File: src/rtl/gesture_path_gen_if.sv
// Control and coordinate-stream bundle for gesture_path_gen.
// The master side (controller or bench) issues start/dir/loops/abort.
// The slave side (the generator) returns the x/y stream and status strobes.
interface gesture_path_gen_if;
  logic        start;
  logic        dir;
  logic [3:0]  loops;
  logic        abort;
  logic [15:0] x;
  logic [15:0] y;
  logic        valid;
  logic        busy;
  logic        done;

  modport master (
    output start, dir, loops, abort,
    input  x, y, valid, busy, done
  );

  modport slave (
    input  start, dir, loops, abort,
    output x, y, valid, busy, done
  );
endinterface

File: src/rtl/gesture_path_gen.sv
// gesture_path_gen: self-test stimulus source that traces the 8-waypoint ring
// gesture as a registered x/y stream.
// The trace runs forward or reverse for a latched number of loops and ends on
// a closing point at waypoint 0.
// Every waypoint is held for DWELL cycles. valid marks the first cycle of each
// point, and done pulses once after a normal completion.
module gesture_path_gen #(
  parameter int LO    = 2,
  parameter int MID   = 5,
  parameter int HI    = 7,
  parameter int DWELL = 1
) (
  input  logic              clock,
  input  logic              reset_n,
  gesture_path_gen_if.slave bus
);

  typedef enum logic [1:0] {
    ST_IDLE  = 2'd0,
    ST_RUN   = 2'd1,
    ST_CLOSE = 2'd2,
    ST_DONE  = 2'd3
  } state_e;

  // Last value of the per-point dwell counter before the point changes.
  localparam logic [15:0] DWELL_LAST = 16'(DWELL - 1);

  state_e      state_q, state_d;
  logic [2:0]  idx_q,   idx_d;
  logic [15:0] dwell_q, dwell_d;
  logic [3:0]  loop_q,  loop_d;
  logic        dir_q,   dir_d;
  logic [15:0] x_q,     x_d;
  logic [15:0] y_q,     y_d;
  logic        valid_q, valid_d;
  logic        busy_q,  busy_d;
  logic        done_q,  done_d;

  logic        dwell_end_s;
  logic [2:0]  idx_step_s;

  // Waypoint table, x column: 0:MID 1..3:LO 4:MID 5..7:HI.
  function automatic logic [15:0] wp_x(input logic [2:0] i);
    case (i)
      3'd0, 3'd4:       wp_x = 16'(MID);
      3'd1, 3'd2, 3'd3: wp_x = 16'(LO);
      3'd5, 3'd6, 3'd7: wp_x = 16'(HI);
      default:          wp_x = 16'd0;
    endcase
  endfunction

  // Waypoint table, y column: 0..1:HI 2:MID 3..5:LO 6:MID 7:HI.
  function automatic logic [15:0] wp_y(input logic [2:0] i);
    case (i)
      3'd0, 3'd1, 3'd7: wp_y = 16'(HI);
      3'd2, 3'd6:       wp_y = 16'(MID);
      3'd3, 3'd4, 3'd5: wp_y = 16'(LO);
      default:          wp_y = 16'd0;
    endcase
  endfunction

  // The dwell expires on the last cycle of a point.
  // The ring index wraps mod 8 in the latched direction.
  assign dwell_end_s = (dwell_q == DWELL_LAST);
  assign idx_step_s  = dir_q ? (idx_q - 3'd1) : (idx_q + 3'd1);

  // Next-state and next-output logic. Outputs default to the idle pattern.
  always_comb begin
    state_d = state_q;
    idx_d   = idx_q;
    dwell_d = dwell_q;
    loop_d  = loop_q;
    dir_d   = dir_q;
    x_d     = 16'd0;
    y_d     = 16'd0;
    valid_d = 1'b0;
    busy_d  = 1'b0;
    done_d  = 1'b0;

    case (state_q)
      ST_IDLE: begin
        idx_d   = 3'd0;
        dwell_d = 16'd0;
        loop_d  = 4'd0;
        if (bus.start) begin
          dir_d = bus.dir;
          if (bus.loops != 4'd0) begin
            state_d = ST_RUN;
            loop_d  = bus.loops;
            x_d     = wp_x(3'd0);
            y_d     = wp_y(3'd0);
            valid_d = 1'b1;
            busy_d  = 1'b1;
          end else begin
            // An empty trace completes at once, with no points.
            state_d = ST_DONE;
            done_d  = 1'b1;
          end
        end else begin
          state_d = ST_IDLE;
        end
      end

      ST_RUN: begin
        busy_d = 1'b1;
        x_d    = wp_x(idx_q);
        y_d    = wp_y(idx_q);
        if (bus.abort) begin
          // Abort beats dwell expiry and leaves without a done pulse.
          state_d = ST_IDLE;
          idx_d   = 3'd0;
          dwell_d = 16'd0;
          loop_d  = 4'd0;
          busy_d  = 1'b0;
          x_d     = 16'd0;
          y_d     = 16'd0;
        end else if (dwell_end_s) begin
          dwell_d = 16'd0;
          idx_d   = idx_step_s;
          valid_d = 1'b1;
          x_d     = wp_x(idx_step_s);
          y_d     = wp_y(idx_step_s);
          if (idx_step_s == 3'd0) begin
            // Back at waypoint 0 means one ring is complete.
            loop_d = loop_q - 4'd1;
            if (loop_q == 4'd1) begin
              state_d = ST_CLOSE;
            end else begin
              state_d = ST_RUN;
            end
          end else begin
            state_d = ST_RUN;
          end
        end else begin
          dwell_d = dwell_q + 16'd1;
        end
      end

      ST_CLOSE: begin
        busy_d = 1'b1;
        x_d    = wp_x(3'd0);
        y_d    = wp_y(3'd0);
        if (bus.abort) begin
          state_d = ST_IDLE;
          dwell_d = 16'd0;
          busy_d  = 1'b0;
          x_d     = 16'd0;
          y_d     = 16'd0;
        end else if (dwell_end_s) begin
          state_d = ST_DONE;
          dwell_d = 16'd0;
          busy_d  = 1'b0;
          x_d     = 16'd0;
          y_d     = 16'd0;
          done_d  = 1'b1;
        end else begin
          dwell_d = dwell_q + 16'd1;
        end
      end

      ST_DONE: begin
        // start is deliberately not looked at in the done cycle.
        state_d = ST_IDLE;
        idx_d   = 3'd0;
        dwell_d = 16'd0;
        loop_d  = 4'd0;
      end

      default: begin
        state_d = ST_IDLE;
        idx_d   = 3'd0;
        dwell_d = 16'd0;
        loop_d  = 4'd0;
        dir_d   = 1'b0;
      end
    endcase
  end

  // State, counters and registered outputs, cleared asynchronously.
  always_ff @(posedge clock or negedge reset_n) begin
    if (!reset_n) begin
      state_q <= ST_IDLE;
      idx_q   <= 3'd0;
      dwell_q <= 16'd0;
      loop_q  <= 4'd0;
      dir_q   <= 1'b0;
      x_q     <= 16'd0;
      y_q     <= 16'd0;
      valid_q <= 1'b0;
      busy_q  <= 1'b0;
      done_q  <= 1'b0;
    end else begin
      state_q <= state_d;
      idx_q   <= idx_d;
      dwell_q <= dwell_d;
      loop_q  <= loop_d;
      dir_q   <= dir_d;
      x_q     <= x_d;
      y_q     <= y_d;
      valid_q <= valid_d;
      busy_q  <= busy_d;
      done_q  <= done_d;
    end
  end

  assign bus.x     = x_q;
  assign bus.y     = y_q;
  assign bus.valid = valid_q;
  assign bus.busy  = busy_q;
  assign bus.done  = done_q;

endmodule
File: src/flat_wrapper.sv
// flat-port wrapper written by rule: the top's interface ports become plain ports
module gesture_path_gen_flat 
#(
  parameter int LO    = 2,
  parameter int MID   = 5,
  parameter int HI    = 7,
  parameter int DWELL = 1
)
  (clock, reset_n, bus_start, bus_dir, bus_loops, bus_abort, bus_x, bus_y, bus_valid, bus_busy, bus_done);
  gesture_path_gen_if bus_i ();
  input  logic clock;
  input  logic reset_n;
  input wire logic [$bits(bus_i.start)-1:0] bus_start;
  input wire logic [$bits(bus_i.dir)-1:0] bus_dir;
  input wire logic [$bits(bus_i.loops)-1:0] bus_loops;
  input wire logic [$bits(bus_i.abort)-1:0] bus_abort;
  output wire logic [$bits(bus_i.x)-1:0] bus_x;
  output wire logic [$bits(bus_i.y)-1:0] bus_y;
  output wire logic [$bits(bus_i.valid)-1:0] bus_valid;
  output wire logic [$bits(bus_i.busy)-1:0] bus_busy;
  output wire logic [$bits(bus_i.done)-1:0] bus_done;
  assign bus_i.start = bus_start;
  assign bus_i.dir = bus_dir;
  assign bus_i.loops = bus_loops;
  assign bus_i.abort = bus_abort;
  assign bus_x = bus_i.x;
  assign bus_y = bus_i.y;
  assign bus_valid = bus_i.valid;
  assign bus_busy = bus_i.busy;
  assign bus_done = bus_i.done;
  gesture_path_gen #(.LO(LO), .MID(MID), .HI(HI), .DWELL(DWELL)) u_core (.clock(clock), .reset_n(reset_n), .bus(bus_i));
endmodule
File: config.mk
export PLATFORM = sky130hd
export DESIGN_NAME = gesture_path_gen_flat
export DESIGN_NICKNAME = d
export VERILOG_FILES = /design/src/rtl/gesture_path_gen_if.sv /design/src/rtl/gesture_path_gen.sv /design/src/flat_wrapper.sv
export SDC_FILE = /design/constraint.sdc
export NUM_CORES = 1
export LEC_CHECK = 0
export ABC_AREA = 1
export CAP_MARGIN = 5
export CORE_UTILIZATION = 41
export DETAILED_ROUTE_END_ITERATION = 10
export MAX_ROUTING_LAYER = met4
export PLACE_DENSITY = 0.66
export SLEW_MARGIN = 20
export SYNTH_ARGS = -nofsm -noshare
export SYNTH_HDL_FRONTEND = slang
export SYNTH_SLANG_ARGS = --single-unit
File: constraint.sdc
create_clock -name clock -period 2.9 [get_ports clock]
set_input_delay 0.29 -clock clock [delete_from_list [all_inputs] [get_ports clock]]
set_output_delay 0.29 -clock clock [all_outputs]
set_load 0.03 [all_outputs]
==> results.cfg, run 1 <==
[outcome]
status = complete, no violations

[global_routing]
gr-total-overflow = 0
grt_pass1_vias = 1751
grt_start_max_net_pins = 34
grt_usage_pct = 16.6
grt_pass1_wl_mm = 7.54
antenna_found_initial = 0

[detailed_routing]
drtIter0Drc = 83
dr.pass1.iters = 4
drt-total-wl_mm = 4.47
dr_total_vias = 1867
avgViaCountPerCell = 4.58
wl_met3_um = 128
post_drt_wl_per_cell_um = 10.9
ant_nets = 0
wl_met2_mm = 2.14
met1_length_mm = 2.14
drc = 0
routed.top_layer = met4

[clock_network]
clkLatencyLatePin_ns = 0.29
cts_resized = 0
tritoncts = done
clockBufferDepth = 2
holdBufCountCts = 0
cts.clk_slew.worst_paths_ns = 0.07
clock-root-buffer = clkbuf_8
cts_setup_buffers = 0
cts_sinks = 33
cts_max_level = 2
cts_made_buffers = 5

[logic_synthesis]
synth_cells = 315
seq_area_frac_synth_pct = 35.7
syn_area_um2 = 2310
syn_area_per_cell_um2 = 7.34
synth_area_leader_cell = dfrtp_1
synth_top_area_share_pct = 35.7
synth.area.top_cells = dfrtp_1, nand2_1, buf_4
async_flop_share_pct = 100
synth_edf_count = 0
synth_cell_types = 26
synth_seq_cells = 33
ys.flop_type = dfrtp_1
yosysWarnings = 0

[setup_path]
crit_required_ns = 3.08
worstPathMaxFanout = 8
cp_common_cell = nand2_1
r2r_start = u_core.idx_q[0]$_DFFE_PN0P_
critPathCaptureType = flop
critPathMaxStageDelay_ns = 0.46
crit_path_top_delay_cell = dfrtp_1
critPathArrivalTime_ns = 1.89
path_class = flop to flop
crit_start = u_core.idx_q[0]$_DFFE_PN0P_
crit_chain = fa_1 > inv_1 > nand3_1 > nand2_1 > nand2_1 > nand2_1 > nand3_2 > nand2_1 > o21ai_1
start_kind = flop

[timing]
rsz0062_at_grt = false
setup_viol = 0
post-route-period-util_pct = 59.0
fin_ws_ns = 1.19
min_period_ns = 1.71
maxSlewViolCount = 0
fmax_ghz = 0.585
fin_tns_setup_ns = 0
fin_skew_ns = 0.00684
finalHoldViolCount = 0

[finish]
antenna-diode-count = 0
final_cell_mix = nand2_1, inv_1, nor2_1
synthToLayoutAreaGrowth_pct = 10.8
mostFrequentLayoutCell = nand2_1
nets = 361
drive_gt1_share_pct = 7.69

[power_and_ir_drop]
leakagePower_nw = 1.32
p_per_area_nw_per_um2 = 485
peakVddDrop_mv = 0.176

[placed_design]
port_buffers = 17
dp_hpwl_mm = 3.50
pre_cts_ws_ns = 1.15
gp_congestion = 0.837

[floorplanning]
io_pins = 44
die_h_um = 77.1
die_x_um = 77.1
core_um2 = 5270
fp-row-count = 26
start_util_pct = 43.9
fp.dieArea_um2 = 5950

[flow_run]
maxCapViolations = 0

[worst_hold_path]
hold_path.class = input port to asynchronous set/reset pin
## worst paths after layout
path | slack [ns] | end | cells past startpoint
min | 0.40 | u_core.dwell_q[8]$_DFF_PN0_ | 2
max in group asynchronous | 2.19 | u_core.bus.y[0]$_DFF_PN0_ | 2
max reg2reg | 1.19 | u_core.loop_q[2]$_DFFE_PN0P_ | 9
max | 1.19 | u_core.loop_q[2]$_DFFE_PN0P_ | 9
min in group clock | 0.49 | u_core.dwell_q[0]$_DFF_PN0_ | 1
min reg2reg | 0.49 | u_core.dwell_q[0]$_DFF_PN0_ | 1
## cells in the mapped netlist (3+ instances only)
cell,n
nand2_1,61
inv_1,45
nor2_1,42
dfrtp_1,33
buf_4,28
nand3_1,22
ha_1,14
o21ai_1,13
a21oi_1,7
nand4_1,7
inv_2,6
nor3_1,6
o21ai_0,6
o22ai_1,4
xor2_1,4
nand2_2,3
nor2_2,3
nor3_2,3
## registers in the layout (all words and copies together), names as in the netlist, 2 cells and up
name            cells
u_core.bus.x        2
u_core.dwell_q     16
u_core.state_q      2
u_core.loop_q       4
u_core.bus.y        2
u_core.idx_q        3
## critical path, delay by kind of cell, from the launching register on
| family | cells | cell delay [ns] |
|---|---|---|
| compound gates | 1 | 0.06 |
| simple gates | 6 | 0.58 |
| fa+ha+maj | 1 | 0.43 |
| buf+inv | 1 | 0.07 |
| flops | 1 | 0.46 |
## cell type report
cell class / count / area, um2
clock buffer: 7 / 96.3
clock inverter: 1 / 5.00
fill: 549 / 2710
inverter: 51 / 191
multi-input combinational: 228 / 1180
sequential: 33 / 826
tap: 70 / 87.6
timing repair buffer: 18 / 178
## per-layer routing
| layer | track usage, % | up-vias |
|---|---|---|
| met5 | - | - |
| met4 | 6.04 | 0 |
| met3 | 3.21 | 7 |
| met2 | 27.2 | 31 |
| met1 | 20.2 | 849 |
| li1 | - | 980 |
## per-stage QoR
step | instances | utilization (%) | total power [mW] | area, um2 | hold slack, ns
floorplan | 340 | - | 0.797 | 2410 | -0.00559
global placement | 400 | 46.7 | 0.862 | 2460 | 0.470
detailed placement | 400 | 46.7 | 0.867 | 2460 | 0.479
CTS | 408 | 48.6 | 1.25 | 2560 | 0.418
global route | 408 | 48.6 | 1.31 | 2560 | 0.466
finish | 408 | 48.6 | 1.24 | 2560 | 0.404
## power breakdown
group | leakage, nW | internal, mW | total [mW] | switching [mW]
Combinational | 0.827 | 0.108 | 0.331 | 0.224
Sequential | 0.443 | 0.495 | 0.527 | 0.0315
Clock | 0.0542 | 0.214 | 0.384 | 0.170
Total | 1.32 | 0.818 | 1.24 | 0.425
## logic make-up (layout without fill, tap and decap cells)
| group | count (synthesis) | after routing | share of synthesized area, % |
|---|---|---|---|
| compound gates | 31 | 31 | 7.14 |
| xor+xnor | 5 | 5 | 1.89 |
| fa+ha+maj | 15 | 15 | 8.44 |
| buf+inv | 79 | 77 | 17.4 |
| flops | 33 | 33 | 35.7 |
| other cells | 1 | 26 | 0.162 |
| simple gates | 151 | 151 | 29.3 |
Power figures use the tool's default switching activity.
==> inputs of run 2 (changes only) <==
PLACE_DENSITY = 0.69   (was 0.66)
clock period = 1.4 ns   (was 2.9 ns; I/O delays follow)
==> run 2 against run 1 <==
The run now ends with setup timing left. Worst hold slack lost 0.19 ns. Highest routed layer unchanged. Count of clock-buffer cells in the layout stayed put. Maximum frequency increased by 8.5%. Cell count increased by 13%. Power up 130%. Non-clock buffer count grew 52. Sequential power grew 110%.
==> results.cfg, run 2 (same netlist as run 1, synthesis figures left out) <==
[outcome]
status = finished, violations left
violations = setup timing

[global_routing]
use_met3_pct = 4.76
antenna_found_initial = 0
grt_use_met2_pct = 32.7
grt_start_max_net_pins = 34
use_met1_pct = 24.2
gr-total-overflow = 0
grt_usage_pct = 19.8
grt_pass1_vias = 2031
grt_pass1_wl_mm = 9.03
grt-busiest-layer = met2

[timing]
fmax_ghz = 0.634
holdWs_ns = 0.214
post-route-period-util_pct = 113
fin_skew_ns = 0.0113
rsz0062_at_grt = true
setup_viol = 13
fin_ws_ns = -0.177
maxSlewViolCount = 0
min_period_ns = 1.58
finalHoldViolCount = 0

[placed_design]
pre_cts_ws_ns = -0.173
dp_hpwl_mm = 3.82
port_buffers = 17
post-place-cells = 442
gp_congestion = 0.877

[floorplanning]
start_util_pct = 43.9
io_pins = 44
fp.dieArea_um2 = 5950
core_um2 = 5270
fp-row-count = 26
die_h_um = 77.1
die_x_um = 77.1

[detailed_routing]
dr.pass1.iters = 4
post_drt_wl_per_cell_um = 12.6
dr_total_vias = 2177
avgViaCountPerCell = 4.73
drt-total-wl_mm = 5.78
drtIter0Drc = 60
ant_nets = 0
drc = 0

[clock_network]
cts_made_buffers = 5
cts_sinks = 33
cts_max_level = 2
tritoncts = done
clockBufferDepth = 2
cts.clk_slew.worst_paths_ns = 0.08
holdBufCountCts = 0
clock-root-buffer = clkbuf_8
clkLatencyLatePin_ns = 0.30

[setup_path]
path_class = flop to flop
critPathMaxStageDelay_ns = 0.42
crit_path_top_delay_cell = dfrtp_2
rrSetupSlack_ns = -0.18
start_kind = flop
worstPathMaxFanout = 3
crit_required_ns = 1.62
cp_common_cell = nand2_1
crit_chain = fa_2 > inv_2 > nand3_2 > nand2_2 > buf_4 > nand4_1 > nand2_1 > nand2_1 > a21oi_2
critPathArrivalTime_ns = 1.80
ff2ff_path_depth = 9
critPathCaptureType = flop

[finish]
fin_util_pct = 63.6
regMostFlops = u_core.dwell_q
fin_cells = 460
top_regs = u_core.dwell_q (16), u_core.loop_q (4), u_core.idx_q (3)
drive_gt1_share_pct = 36.2
seqCellArea_um2 = 827
synthToLayoutAreaGrowth_pct = 44.8
largest_reg_flops = 16
mostFrequentLayoutCell = nand2_1
fill_cells = 433
final_cell_mix = nand2_1, buf_4, inv_1
nets = 413
antenna-diode-count = 0
multiInputGateArea_um2 = 1520

[power_and_ir_drop]
p_per_area_nw_per_um2 = 870
peakVddDrop_mv = 0.529
leakagePower_nw = 1.72

[worst_hold_path]
hold_path.class = input port to asynchronous set/reset pin

[flow_run]
maxCapViolations = 0
## run 2: stage by stage
step / total power, mW / area [um2] / TNS (ns)
2_1_floorplan: 1.66 / 2420 / -0.371
3_3_place_gp: 1.88 / 2800 / -1.72
3_5_place_dp: 1.90 / 2800 / -2.29
4_1_cts: 2.87 / 3050 / -1.07
5_1_grt: 3.08 / 3350 / -3.07
6_report: 2.91 / 3350 / -1.29
## run 2: layer usage
layer	share of wire (%)	up-vias
met5	0	-
met4	1.9	0
met3	3.8	14
met2	51	47
met1	44	1027
li1	-	1089
## run 2: layout make-up
cell class	count	area share, %
clock buffers	7	2.58
clock inverters	1	0.897
inverters	51	6.01
multi-input cells	228	45.4
flip-flops and latches	33	24.7
well taps	70	2.61
repair buffers	70	17.8
## run 2: final timing paths
| path | from | endpoint |
|---|---|---|
| setup / recovery | u_core.idx_q[0]$_DFFE_PN0P_ | u_core.state_q[1]$_DFFE_PN0P_ |
| hold / removal | reset_n | u_core.dwell_q[6]$_DFF_PN0_ |
| setup reg to reg | u_core.idx_q[0]$_DFFE_PN0P_ | u_core.state_q[1]$_DFFE_PN0P_ |
| hold reg to reg | u_core.loop_q[3]$_DFFE_PN0P_ | u_core.loop_q[3]$_DFFE_PN0P_ |
| max in group asynchronous | reset_n | u_core.idx_q[0]$_DFFE_PN0P_ |
| min in group clock | bus_dir | u_core.dir_q$_DFFE_PN0P_ |
## run 2: timing repair
action | 4_1_cts | 5_1_grt
setup buffers | 1 | 9
resized for setup | 42 | 61
pin swaps | 14 | 25
setup endpoints to repair | 37 | 30
## run 2: critical path: cells and delay by family (launching register included)
family | cells | cell delay (ns)
adder cells (fa/ha/maj) | 1 | 0.40
flip-flops | 1 | 0.42
AO/OA/AOI/OAI | 1 | 0.12
buffers and inverters | 2 | 0.18
AND/OR/NAND/NOR | 5 | 0.40
## run 2: power by group
group,switching [mW],internal [mW]
logic,0.544,0.327
registers,0.0591,1.03
clock network,0.377,0.581
total,0.979,1.93
